`config.mk`:
```
export PLATFORM = sky130hd
export DESIGN_NAME = pipelined_game_renderer_flat
export DESIGN_NICKNAME = d
export VERILOG_FILES = /design/src/rtl/pipelined_game_renderer_if.sv /design/src/rtl/pipelined_game_renderer.sv /design/src/flat_wrapper.sv
export SDC_FILE = /design/constraint.sdc
export NUM_CORES = 1
export LEC_CHECK = 0
export ABC_CLOCK_PERIOD_IN_PS = 4800
export BUFFER_PORTS_ARGS = -buffer_cell sky130_fd_sc_hd__buf_2
export CAP_MARGIN = 20
export CORE_MARGIN = 2
export CORE_UTILIZATION = 40
export CTS_BUF_LIST = sky130_fd_sc_hd__clkbuf_8
export CTS_CLUSTER_DIAMETER = 50
export DETAILED_ROUTE_END_ITERATION = 8
export SKIP_CTS_REPAIR_TIMING = 1
export SLEW_MARGIN = 20
export SYNTH_ARGS = -nofsm -noshare
export SYNTH_HDL_FRONTEND = slang
export SYNTH_SLANG_ARGS = --single-unit
```
`constraint.sdc`:
```
create_clock -name CLK -period 4.8 [get_ports CLK]
set_input_delay 0.96 -clock CLK [delete_from_list [all_inputs] [get_ports CLK]]
set_output_delay 0.96 -clock CLK [all_outputs]
set_load 0.05 [all_outputs]
```
`src/rtl/pipelined_game_renderer_if.sv`:
```
// Pixel/game-state bus between the game logic, the video timing and the renderer.
// The master drives the coordinates and the game state, and the slave returns the colour and frame status.
interface pipelined_game_renderer_if #(
  parameter int BALL_COUNT = 2,
  parameter int ROWS       = 6,
  parameter int COLS       = 12
);
  logic [9:0]               X_PIXEL;
  logic [9:0]               Y_PIXEL;
  logic [9:0]               PADDLE_X_PIXEL;
  logic [10*BALL_COUNT-1:0] BALL_X_PIXEL;
  logic [10*BALL_COUNT-1:0] BALL_Y_PIXEL;
  logic [BALL_COUNT-1:0]    BALL_ACTIVE;
  logic [ROWS*COLS-1:0]     BLOCK_STATE;
  logic [7:0]               COLOR;
  logic                     FRAME_DONE;
  logic [7:0]               FRAME_COUNT;

  modport master (
    output X_PIXEL, Y_PIXEL, PADDLE_X_PIXEL, BALL_X_PIXEL, BALL_Y_PIXEL,
           BALL_ACTIVE, BLOCK_STATE,
    input  COLOR, FRAME_DONE, FRAME_COUNT
  );

  modport slave (
    input  X_PIXEL, Y_PIXEL, PADDLE_X_PIXEL, BALL_X_PIXEL, BALL_Y_PIXEL,
           BALL_ACTIVE, BLOCK_STATE,
    output COLOR, FRAME_DONE, FRAME_COUNT
  );
endinterface

```
`src/rtl/pipelined_game_renderer.sv`:
```
// Two-stage renderer that draws the housing, the paddle, the balls and the block field from per-frame shadow state.
// Optional feature: define BLOCK_FLASH_EN to make cleared blocks flash for FLASH_FRAMES frames.
module pipelined_game_renderer #(
  parameter int          BALL_COUNT   = 2,
  parameter int          ROWS         = 6,
  parameter int          COLS         = 12,
  parameter int          VISIBLE_W    = 800,
  parameter int          VISIBLE_H    = 600,
  parameter int          BALL_SIZE    = 8,
  parameter int          PADDLE_LEN   = 64,
  parameter logic [63:0] ROW_PALETTE  = 64'h0000_83D0_303F_1E07,
  parameter int          FLASH_FRAMES = 8,
  parameter logic [7:0]  FLASH_COLOR  = 8'hFF
) (
  input logic CLK,
  input logic RESET,
  pipelined_game_renderer_if.slave bus
);
  localparam int          NBLK       = ROWS * COLS;
  localparam logic [9:0]  SNAP_LINE  = 10'(VISIBLE_H);
  localparam logic [10:0] VIS_W      = 11'(VISIBLE_W);
  localparam logic [10:0] VIS_H      = 11'(VISIBLE_H);
  localparam logic [10:0] BALL_EXT   = 11'(BALL_SIZE);
  localparam logic [10:0] PADDLE_EXT = 11'(PADDLE_LEN);
  localparam logic [7:0]  ROWS_L     = 8'(ROWS);
  localparam logic [7:0]  COLS_L     = 8'(COLS);

  logic [9:0]               shadowPaddleX;
  logic [10*BALL_COUNT-1:0] shadowBallX;
  logic [10*BALL_COUNT-1:0] shadowBallY;
  logic [BALL_COUNT-1:0]    shadowBallActive;
  logic [NBLK-1:0]          shadowBlocks;
  logic                     frameDone;
  logic [7:0]               frameCount;
  logic                     snapshot;

  assign snapshot = (bus.X_PIXEL == 10'd0) && (bus.Y_PIXEL == SNAP_LINE);

  // The game state is captured once per frame so that the rendering never sees a half-updated picture.
  always_ff @(posedge CLK) begin
    if (RESET) begin
      shadowPaddleX    <= '0;
      shadowBallX      <= '0;
      shadowBallY      <= '0;
      shadowBallActive <= '0;
      shadowBlocks     <= '0;
      frameDone        <= 1'b0;
      frameCount       <= 8'd0;
    end else begin
      frameDone <= snapshot;
      if (snapshot) begin
        shadowPaddleX    <= bus.PADDLE_X_PIXEL;
        shadowBallX      <= bus.BALL_X_PIXEL;
        shadowBallY      <= bus.BALL_Y_PIXEL;
        shadowBallActive <= bus.BALL_ACTIVE;
        shadowBlocks     <= bus.BLOCK_STATE;
        frameCount       <= frameCount + 8'd1;
      end
    end
  end

`ifdef BLOCK_FLASH_EN
  localparam int TW = $clog2(FLASH_FRAMES + 1);

  logic [NBLK-1:0] flashMask;
  logic [TW-1:0]   flashTimer;
  logic [NBLK-1:0] clearedBlocks;

  assign clearedBlocks = shadowBlocks & ~bus.BLOCK_STATE;

  // A new clearance restarts the timer for every block that is flashing, and the mask is dropped only when the timer expires.
  always_ff @(posedge CLK) begin
    if (RESET) begin
      flashMask  <= '0;
      flashTimer <= '0;
    end else if (snapshot) begin
      if (|clearedBlocks) begin
        flashMask  <= flashMask | clearedBlocks;
        flashTimer <= TW'(FLASH_FRAMES);
      end else if (flashTimer != '0) begin
        flashTimer <= flashTimer - 1'b1;
        if (flashTimer == TW'(1)) flashMask <= '0;
      end
    end
  end
`endif

  logic [9:0] s1X;
  logic [9:0] s1Y;
  logic [6:0] s1TileX;
  logic [6:0] s1TileY;
  logic       s1Visible;

  always_ff @(posedge CLK) begin
    if (RESET) begin
      s1X       <= '0;
      s1Y       <= '0;
      s1TileX   <= '0;
      s1TileY   <= '0;
      s1Visible <= 1'b0;
    end else begin
      s1X       <= bus.X_PIXEL;
      s1Y       <= bus.Y_PIXEL;
      s1TileX   <= bus.X_PIXEL[9:3];
      s1TileY   <= bus.Y_PIXEL[9:3];
      s1Visible <= ({1'b0, bus.X_PIXEL} < VIS_W) && ({1'b0, bus.Y_PIXEL} < VIS_H);
    end
  end

  logic [10:0]           pixX;
  logic [10:0]           pixY;
  logic [BALL_COUNT-1:0] ballHitVec;
  logic [10:0]           paddleLeft;
  logic                  paddleHit;
  logic                  housingHit;

  assign pixX = {1'b0, s1X};
  assign pixY = {1'b0, s1Y};

  // Extents are summed in 11 bits so that an object near X=1023 does not wrap back onto column 0.
  for (genvar i = 0; i < BALL_COUNT; i++) begin : gBall
    logic [10:0] ballLeft;
    logic [10:0] ballTop;
    assign ballLeft      = {1'b0, shadowBallX[10*i +: 10]};
    assign ballTop       = {1'b0, shadowBallY[10*i +: 10]};
    assign ballHitVec[i] = shadowBallActive[i]
                           && (pixX >= ballLeft) && (pixX < ballLeft + BALL_EXT)
                           && (pixY >= ballTop)  && (pixY < ballTop + BALL_EXT);
  end

  assign paddleLeft = {1'b0, shadowPaddleX};
  assign paddleHit  = (s1TileY == 7'd70) && (pixX >= paddleLeft) && (pixX < paddleLeft + PADDLE_EXT);
  assign housingHit = ((s1TileY == 7'd2) && (s1TileX >= 7'd1) && (s1TileX <= 7'd98))
                      || (((s1TileX == 7'd1) || (s1TileX == 7'd98)) && (s1TileY >= 7'd2));

  // Tiles left of or above the block origin wrap to large values, which the same range checks reject.
  logic [7:0]   blkCol;
  logic [7:0]   blkRow;
  logic [7:0]   blkIndex;
  logic         blkInField;
  logic [255:0] blocksWide;
  logic         blockPresent;
  logic [7:0]   rowColor;

  assign blkCol       = 8'({1'b0, s1TileX} - 8'd2) >> 3;
  assign blkRow       = 8'({1'b0, s1TileY} - 8'd4) >> 1;
  assign blkInField   = (blkCol < COLS_L) && (blkRow < ROWS_L);
  assign blkIndex     = {5'd0, blkRow[2:0]} * COLS_L + {4'd0, blkCol[3:0]};
  assign blocksWide   = {{(256-NBLK){1'b0}}, shadowBlocks};
  assign blockPresent = blkInField && blocksWide[blkIndex];
  assign rowColor     = ROW_PALETTE[{blkRow[2:0], 3'b000} +: 8];

`ifdef BLOCK_FLASH_EN
  logic [255:0] flashWide;
  logic         flashHit;
  assign flashWide = {{(256-NBLK){1'b0}}, flashMask};
  assign flashHit  = blkInField && flashWide[blkIndex];
`endif

  logic [7:0] nextColor;
  logic [7:0] colorReg;

  // The first matching layer wins, with the balls on top and the background at the bottom.
  always_comb begin
    nextColor = 8'h00;
    if (!s1Visible)          nextColor = 8'h00;
    else if (|ballHitVec)    nextColor = 8'hFF;
    else if (paddleHit)      nextColor = 8'hFF;
    else if (housingHit)     nextColor = 8'hFF;
`ifdef BLOCK_FLASH_EN
    else if (flashHit)       nextColor = FLASH_COLOR;
`endif
    else if (blockPresent)   nextColor = rowColor;
  end

  always_ff @(posedge CLK) begin
    if (RESET) colorReg <= 8'h00;
    else       colorReg <= nextColor;
  end

  assign bus.COLOR       = colorReg;
  assign bus.FRAME_DONE  = frameDone;
  assign bus.FRAME_COUNT = frameCount;
endmodule

```
`src/flat_wrapper.sv`:
```
// flat-port wrapper written by rule: the top's interface ports become plain ports
module pipelined_game_renderer_flat 
#(
  parameter int          BALL_COUNT   = 2,
  parameter int          ROWS         = 6,
  parameter int          COLS         = 12,
  parameter int          VISIBLE_W    = 800,
  parameter int          VISIBLE_H    = 600,
  parameter int          BALL_SIZE    = 8,
  parameter int          PADDLE_LEN   = 64,
  parameter logic [63:0] ROW_PALETTE  = 64'h0000_83D0_303F_1E07,
  parameter int          FLASH_FRAMES = 8,
  parameter logic [7:0]  FLASH_COLOR  = 8'hFF
)
  (CLK, RESET, bus_X_PIXEL, bus_Y_PIXEL, bus_PADDLE_X_PIXEL, bus_BALL_X_PIXEL, bus_BALL_Y_PIXEL, bus_BALL_ACTIVE, bus_BLOCK_STATE, bus_COLOR, bus_FRAME_DONE, bus_FRAME_COUNT);
  pipelined_game_renderer_if #(.BALL_COUNT(BALL_COUNT), .ROWS(ROWS), .COLS(COLS)) bus_i ();
  input logic CLK;
  input logic RESET;
  input wire logic [$bits(bus_i.X_PIXEL)-1:0] bus_X_PIXEL;
  input wire logic [$bits(bus_i.Y_PIXEL)-1:0] bus_Y_PIXEL;
  input wire logic [$bits(bus_i.PADDLE_X_PIXEL)-1:0] bus_PADDLE_X_PIXEL;
  input wire logic [$bits(bus_i.BALL_X_PIXEL)-1:0] bus_BALL_X_PIXEL;
  input wire logic [$bits(bus_i.BALL_Y_PIXEL)-1:0] bus_BALL_Y_PIXEL;
  input wire logic [$bits(bus_i.BALL_ACTIVE)-1:0] bus_BALL_ACTIVE;
  input wire logic [$bits(bus_i.BLOCK_STATE)-1:0] bus_BLOCK_STATE;
  output wire logic [$bits(bus_i.COLOR)-1:0] bus_COLOR;
  output wire logic [$bits(bus_i.FRAME_DONE)-1:0] bus_FRAME_DONE;
  output wire logic [$bits(bus_i.FRAME_COUNT)-1:0] bus_FRAME_COUNT;
  assign bus_i.X_PIXEL = bus_X_PIXEL;
  assign bus_i.Y_PIXEL = bus_Y_PIXEL;
  assign bus_i.PADDLE_X_PIXEL = bus_PADDLE_X_PIXEL;
  assign bus_i.BALL_X_PIXEL = bus_BALL_X_PIXEL;
  assign bus_i.BALL_Y_PIXEL = bus_BALL_Y_PIXEL;
  assign bus_i.BALL_ACTIVE = bus_BALL_ACTIVE;
  assign bus_i.BLOCK_STATE = bus_BLOCK_STATE;
  assign bus_COLOR = bus_i.COLOR;
  assign bus_FRAME_DONE = bus_i.FRAME_DONE;
  assign bus_FRAME_COUNT = bus_i.FRAME_COUNT;
  pipelined_game_renderer #(.BALL_COUNT(BALL_COUNT), .ROWS(ROWS), .COLS(COLS), .VISIBLE_W(VISIBLE_W), .VISIBLE_H(VISIBLE_H), .BALL_SIZE(BALL_SIZE), .PADDLE_LEN(PADDLE_LEN), .ROW_PALETTE(ROW_PALETTE), .FLASH_FRAMES(FLASH_FRAMES), .FLASH_COLOR(FLASH_COLOR)) u_core (.CLK(CLK), .RESET(RESET), .bus(bus_i));
endmodule
```
## Yosys cells after proc, flatten, opt, wreduce, memory -nomap -nowiden

Cells that the tools add are included.

- Flip-flop bits (word level): 176
- Input bits: 146
- Output and inout bits: 17
- Word-level logic and storage cells: 76

- Add/subtract/negate cells: 9
- Multipliers: 1
- Magnitude comparators: 18
- Eq/ne operators: 5
- Shifts and indexed selects: 1
- Mux-type cells: 6
- Bitwise gates (word level): 1
- Reductions and logical operators: 22

Operator list:

| operator | number |
|---|---|
| 64-bit by 7-bit variable part select with 8-bit output (first input constant) | 1 |
| 10-bit by 11-bit less-than comparator with 1-bit output | 5 |
| 10-bit >= comparator | 5 |
| 10-bit by 4-bit adder with 11-bit output (second input constant) | 4 |
| 8-bit two-way mux | 4 |
| 10-bit less-than comparator (second input constant) | 2 |
| 1-bit logical AND | 17 |
| 7-bit equality test (second input constant) | 2 |
| 10-bit by 7-bit adder with 11-bit output (second input constant) | 1 |
| 10-bit equality test (second input constant) | 1 |
| 10-bit logical NOT | 1 |
| 8-bit by 9-bit less-than comparator with 1-bit output (second input constant) | 1 |
| 7-bit by 4-bit adder with 8-bit output | 1 |
| 8-bit by 1-bit adder with 8-bit output (second input constant) | 1 |
| 1-bit binary-select mux with 8-bit select | 1 |
| 7-bit by 2-bit subtractor with 8-bit output (second input constant) | 1 |
| 7-bit by 3-bit subtractor with 8-bit output (second input constant) | 1 |
| 7-bit by 1-bit equality test with 1-bit output (second input constant) | 1 |
| 7-bit by 2-bit equality test with 1-bit output (second input constant) | 1 |
| 7-bit by 1-bit >= comparator with 1-bit output (second input constant) | 1 |
| 7-bit by 2-bit >= comparator with 1-bit output (second input constant) | 1 |
| 7-bit less-or-equal comparator (second input constant) | 1 |
| 7-bit by 3-bit less-than comparator with 1-bit output (second input constant) | 1 |
| 5-bit by 4-bit less-than comparator with 1-bit output (second input constant) | 1 |
| other kinds (5) | 7 |

## Longest topological paths before layout

- Depth after elaboration: 10
- Gate-level depth with buffers: 16
- Gate-level depth less buffers: 13

## Worst setup path after synthesis

Ideal clock, no wire load.

- Path kind: register to register
- From: register u_core.s1X[6]
- To: register u_core.colorReg[0], in the netlist u_core.bus.COLOR[0]
- Library setup time: 0.125 ns
- Arrival: 3.576 ns
- Data required time: 4.675 ns
- Setup slack: 1.100 ns
- Cell stages (with the launch flop): 16
- Path buffers: 2
- Period minus slack after synthesis: 3.700 ns
- Cells stage by stage: dfxtp_1 -> or3_1 -> buf_2 -> buf_1 -> o31ai_1 -> nand2_1 -> ha_1 -> a21oi_1 -> nor3_2 -> xnor3_2 -> mux4_2 -> o21a_1 -> a211oi_2 -> o311ai_2 -> o211ai_4 -> o21ai_1

- Word-level cells in the longest chain between the ends: 7
- Elaborated cells between the ends (all ways): 19
- Classes of those cells: 6 x order compare; 2 x mux; 11 x reduce/logical

Ends and longest elaborated chain:

| item | RTL line | text |
|---|---|---|
| start, declared | pipelined_game_renderer.sv:88 | `logic [9:0] s1X;` |
| start signal, assigned | pipelined_game_renderer.sv:102 | `s1X <= bus.X_PIXEL;` |
| 10-bit >= comparator | pipelined_game_renderer.sv:127 | `&& (pixX >= ballLeft) && (pixX < ballLeft + BALL_EXT)` |
| 1-bit logical AND (2 in series) | pipelined_game_renderer.sv:127 |  |
| 1-bit logical AND (2 in series) | pipelined_game_renderer.sv:128 | `&& (pixY >= ballTop) && (pixY < ballTop + BALL_EXT);` |
| 2-bit OR reduction | pipelined_game_renderer.sv:167 | `else if (\|ballHitVec) nextColor = 8'hFF;` |
| 8-bit two-way mux * | pipelined_game_renderer.sv:167 |  |
| end signal, assigned | pipelined_game_renderer.sv:178 | `else colorReg <= nextColor;` |
| end, declared | pipelined_game_renderer.sv:161 | `logic [7:0] colorReg;` |

Every way passes the cells marked *; elsewhere a longest branch is shown, timed or not.
A chain may end at the register's enable or synchronous reset.

## Final worst setup path

- From: register u_core.s1X[5]
- To: register u_core.colorReg[4], in the netlist u_core.bus.COLOR[4]

Same word-level chain as after synthesis.

==> results.md <==
* Row cnt at 55
* Clock insertion delay at the later pin of the skew report at 0.48 ns
* Max Freq at 247 MHz
* Pwr dens at 266 nW/µm²
* Syn Area/Cell at 7.94 µm²
* First-pass GRT wire length at 38700 µm
* CP Launch Type: flip-flop
* Synthesized Nets at 1414
* Setup-failing EPs final at 0
* Worst Hold Class: flip-flop to flip-flop
* Critical path class: flip-flop to flip-flop
* CP required at 5.17 ns
* Post-layout util at 47.4%
* Port Buffers at 162
* Gr usage total at 19.9%
* Post-layout min period at 4.04 ns
* CTS root buffer: clkbuf_8
* Layout fillers at 2330
* Syn Inst Count at 1164
* Setup TNS at 0 ns
* Crit-path max FO at 17
* Core Box Area at 22600 µm²
* RSZ-0062 raised after global routing: false
* Multi-input gate area at 5540 µm²
* DRT Pass-1 Iters at 5
* Seq pwr share at 48.1%
* Final RePlAce weighted congestion at 0.845
* Initial Utilization at 40.8%
* Die height at 156 µm
* Antenna Cells at 0
* Share of layout cells above drive strength 1 at 16.7%
* Final Total Pwr at 0.00286 W
* Ys Warns at 0
* Clock Tree Buf Depth at 2
* Drt wl/cell at 15.1 µm
* Leak at 4.17 nW
* Max Transition Viols Final at 0
* Synthesized cell area at 9240 µm²
* Routed WL at 24200 µm
* Switch Pwr at 0.000788 W
* Tcrit/Tclk final at 84.2%
* Endpoint type of the worst setup path: flip-flop
* Vias in the first global route at 7863
* Die Area at 24300 µm²
* Clock Skew at 0.0118 ns
* Post-synth EDFFs at 0
* Placed Area at 10300 µm²
* Routed Antenna Nets at 0
* Area delta synth->final at 16.1%
* I/O Pins at 163
* Relative slew slack at 40.3%
* Largest net degree at the start of global routing at 83
* Via density at 5.15
* FF/Latch Area at 3240 µm²
* Iteration-0 DRC Markers at 450
* Worst-Margin Slew at 0.888 ns
* Clock tree sinks at 162
* Final instance area at 10700 µm²
* TritonCTS clock tree: yes
* Initial antenna violation count at 1
* Seq/Total Area, Yosys at 35.1%
* Int Pwr at 0.00207 W
* GRT Residual Overflow at 0
* Synthesized flop and latch total at 162
* Die Span X at 156 µm
* Final Hold Violating Endpoints at 0
* Setup WS post-layout at 0.758 ns
* Asr flop ratio synth at 0%
* Critical Path AT at 4.41 ns
* CTS H-tree lvls at 4
* Via count at 8236
* Detailed placement HPWL at 18000 µm
* CTS Buf Count at 17
* Worst-path clk slew at 0.09 ns
* Distinct cells, synth at 62
* Place WS at 0.804 ns
* Maximum vdd ir drop at 154 µV
* Max cap viols at 0
* Clock power frac at 37.8%
* Switching part of the total power at 27.6%
* Outcome: complete, no violations
* Main flop type after synthesis: dfxtp_1
* NumNets Final at 1552
* DRC viols at 0
* Combinational Power Share at 14.0%
## through the flow
stage               std cells  hold WS, ns
floorplan                1164        0.432
global placement         1568        0.444
detailed placement       1568        0.446
CTS                      1600        0.459
global route             1600        0.475
finish                   1600        0.456
## power groups by stage
stage	clock, W	combinational [W]	sequential [W]
final	0.00108	0.000401	0.00137
after global routing	0.00116	0.000448	0.00138
after CTS	0.00111	0.000401	0.00137
after detailed placement	0	0.000398	0.00141
after global placement	0	0.000394	0.00141
after floorplan	0	0.000257	0.00140
## worst paths after layout
check	end	from	slack [ns]	cells after the start
worst min-delay path	u_core.shadowBlocks[54]	u_core.shadowBlocks[54]	0.46	2
worst max register to register	u_core.bus.COLOR[4]	u_core.s1X[5]	0.76	13
worst min register to register	u_core.shadowBlocks[54]	u_core.shadowBlocks[54]	0.46	2
worst max-delay path	u_core.bus.COLOR[4]	u_core.s1X[5]	0.76	13
## area by class of cell
type,instances,share of cell area (%)
well taps,285,3.32
multi-input cells,878,51.6
clock buffers,18,2.31
flip-flops and latches,162,30.2
clock inverters,14,1.67
repair buffers,172,8.39
inverters,71,2.48
## cells in the mapped netlist, drive strengths merged (2+ instances only)
cell type | instances | area, µm²
a31o | 3 | 26.3
or2 | 3 | 18.8
a22oi | 2 | 15.0
o22ai | 6 | 37.5
o21a | 9 | 67.6
xor2 | 10 | 87.6
o41ai | 2 | 17.5
o32ai | 3 | 26.3
nor3b | 2 | 15.0
mux4 | 5 | 124
a211o | 5 | 43.8
nor2 | 43 | 161
a211oi | 10 | 80.1
and3 | 6 | 37.5
a22o | 2 | 17.5
mux2i | 15 | 150
o21ai | 31 | 155
xnor2 | 27 | 244
nand3 | 21 | 105
o311a | 2 | 20.0
o31ai | 3 | 22.5
nor3 | 19 | 111
a21o | 7 | 52.6
o221ai | 6 | 52.6
or3 | 3 | 18.8
o22a | 4 | 35.0
o2111ai | 5 | 43.8
nand2 | 280 | 1050
o311ai | 2 | 25.0
nand2b | 13 | 81.3
ha | 103 | 1290
nor4 | 5 | 31.3
buf | 6 | 26.3
or4 | 4 | 30.0
nand4 | 6 | 37.5
dfxtp | 162 | 3240
nor2b | 29 | 181
inv | 71 | 267
a21oi | 161 | 806
o211ai | 11 | 96.3
clkbuf | 47 | 176
## critical path, cell delays in order, from the launching register on
cell,delay [ns]
dfxtp_1,0.46
or3_1,0.70
o31ai_1,0.29
nand2_1,0.13
ha_1,0.29
a21oi_1,0.06
nor3_2,0.21
xnor3_2,0.38
mux4_2,0.32
o21a_1,0.19
a211oi_2,0.27
o311ai_2,0.17
o211ai_4,0.35
o21ai_1,0.11
## metal layers
metal | track usage [%] | routed length (µm) | up-vias | share of wire, %
met5 | 0 | 0 | - | 0
met4 | 5.16 | 331 | 0 | 1.4
met3 | 4.42 | 1060 | 28 | 4.4
met2 | 33.0 | 11200 | 175 | 46
met1 | 26.3 | 11600 | 3758 | 48
li1 | - | - | 4275 | -
## sequential cells by signal, indices dropped and copies added (netlist names)
name,count
u_core.s1Visible,1
u_core.shadowBallX,20
u_core.bus.COLOR,8
u_core.s1X,10
u_core.shadowBlocks,72
u_core.s1Y,10
u_core.shadowBallY,20
u_core.shadowBallActive,2
u_core.bus.FRAME_COUNT,8
u_core.bus.FRAME_DONE,1
u_core.shadowPaddleX,10
## cells by family (layout without fill, tap and decap cells)
kind of cell / after synthesis / count (layout) / synth area share [%]
mux: 20 / 20 / 2.97
simple gates: 437 / 437 / 20.6
fa+ha+maj: 104 / 104 / 14.2
buf+inv: 124 / 275 / 5.08
xor+xnor: 38 / 38 / 3.85
compound gates: 279 / 279 / 18.2
flops: 162 / 162 / 35.1
## cell usage in the layout, fill, tap and decap left out, types with 7 or more instances in the layout
cell,n
o21a_1,9
nor2b_1,29
nor3_1,17
o21ai_1,9
nand2_1,279
clkbuf_8,18
xor2_1,10
mux2i_1,15
ha_1,103
nor2_1,43
inv_1,72
dfxtp_1,162
buf_2,161
a21o_1,7
a211oi_1,9
a21oi_1,161
o21ai_0,22
nand2b_1,13
xnor2_1,26
o211ai_1,10
nand3_1,21
buf_4,10
(Power assumes the default switching activity.)
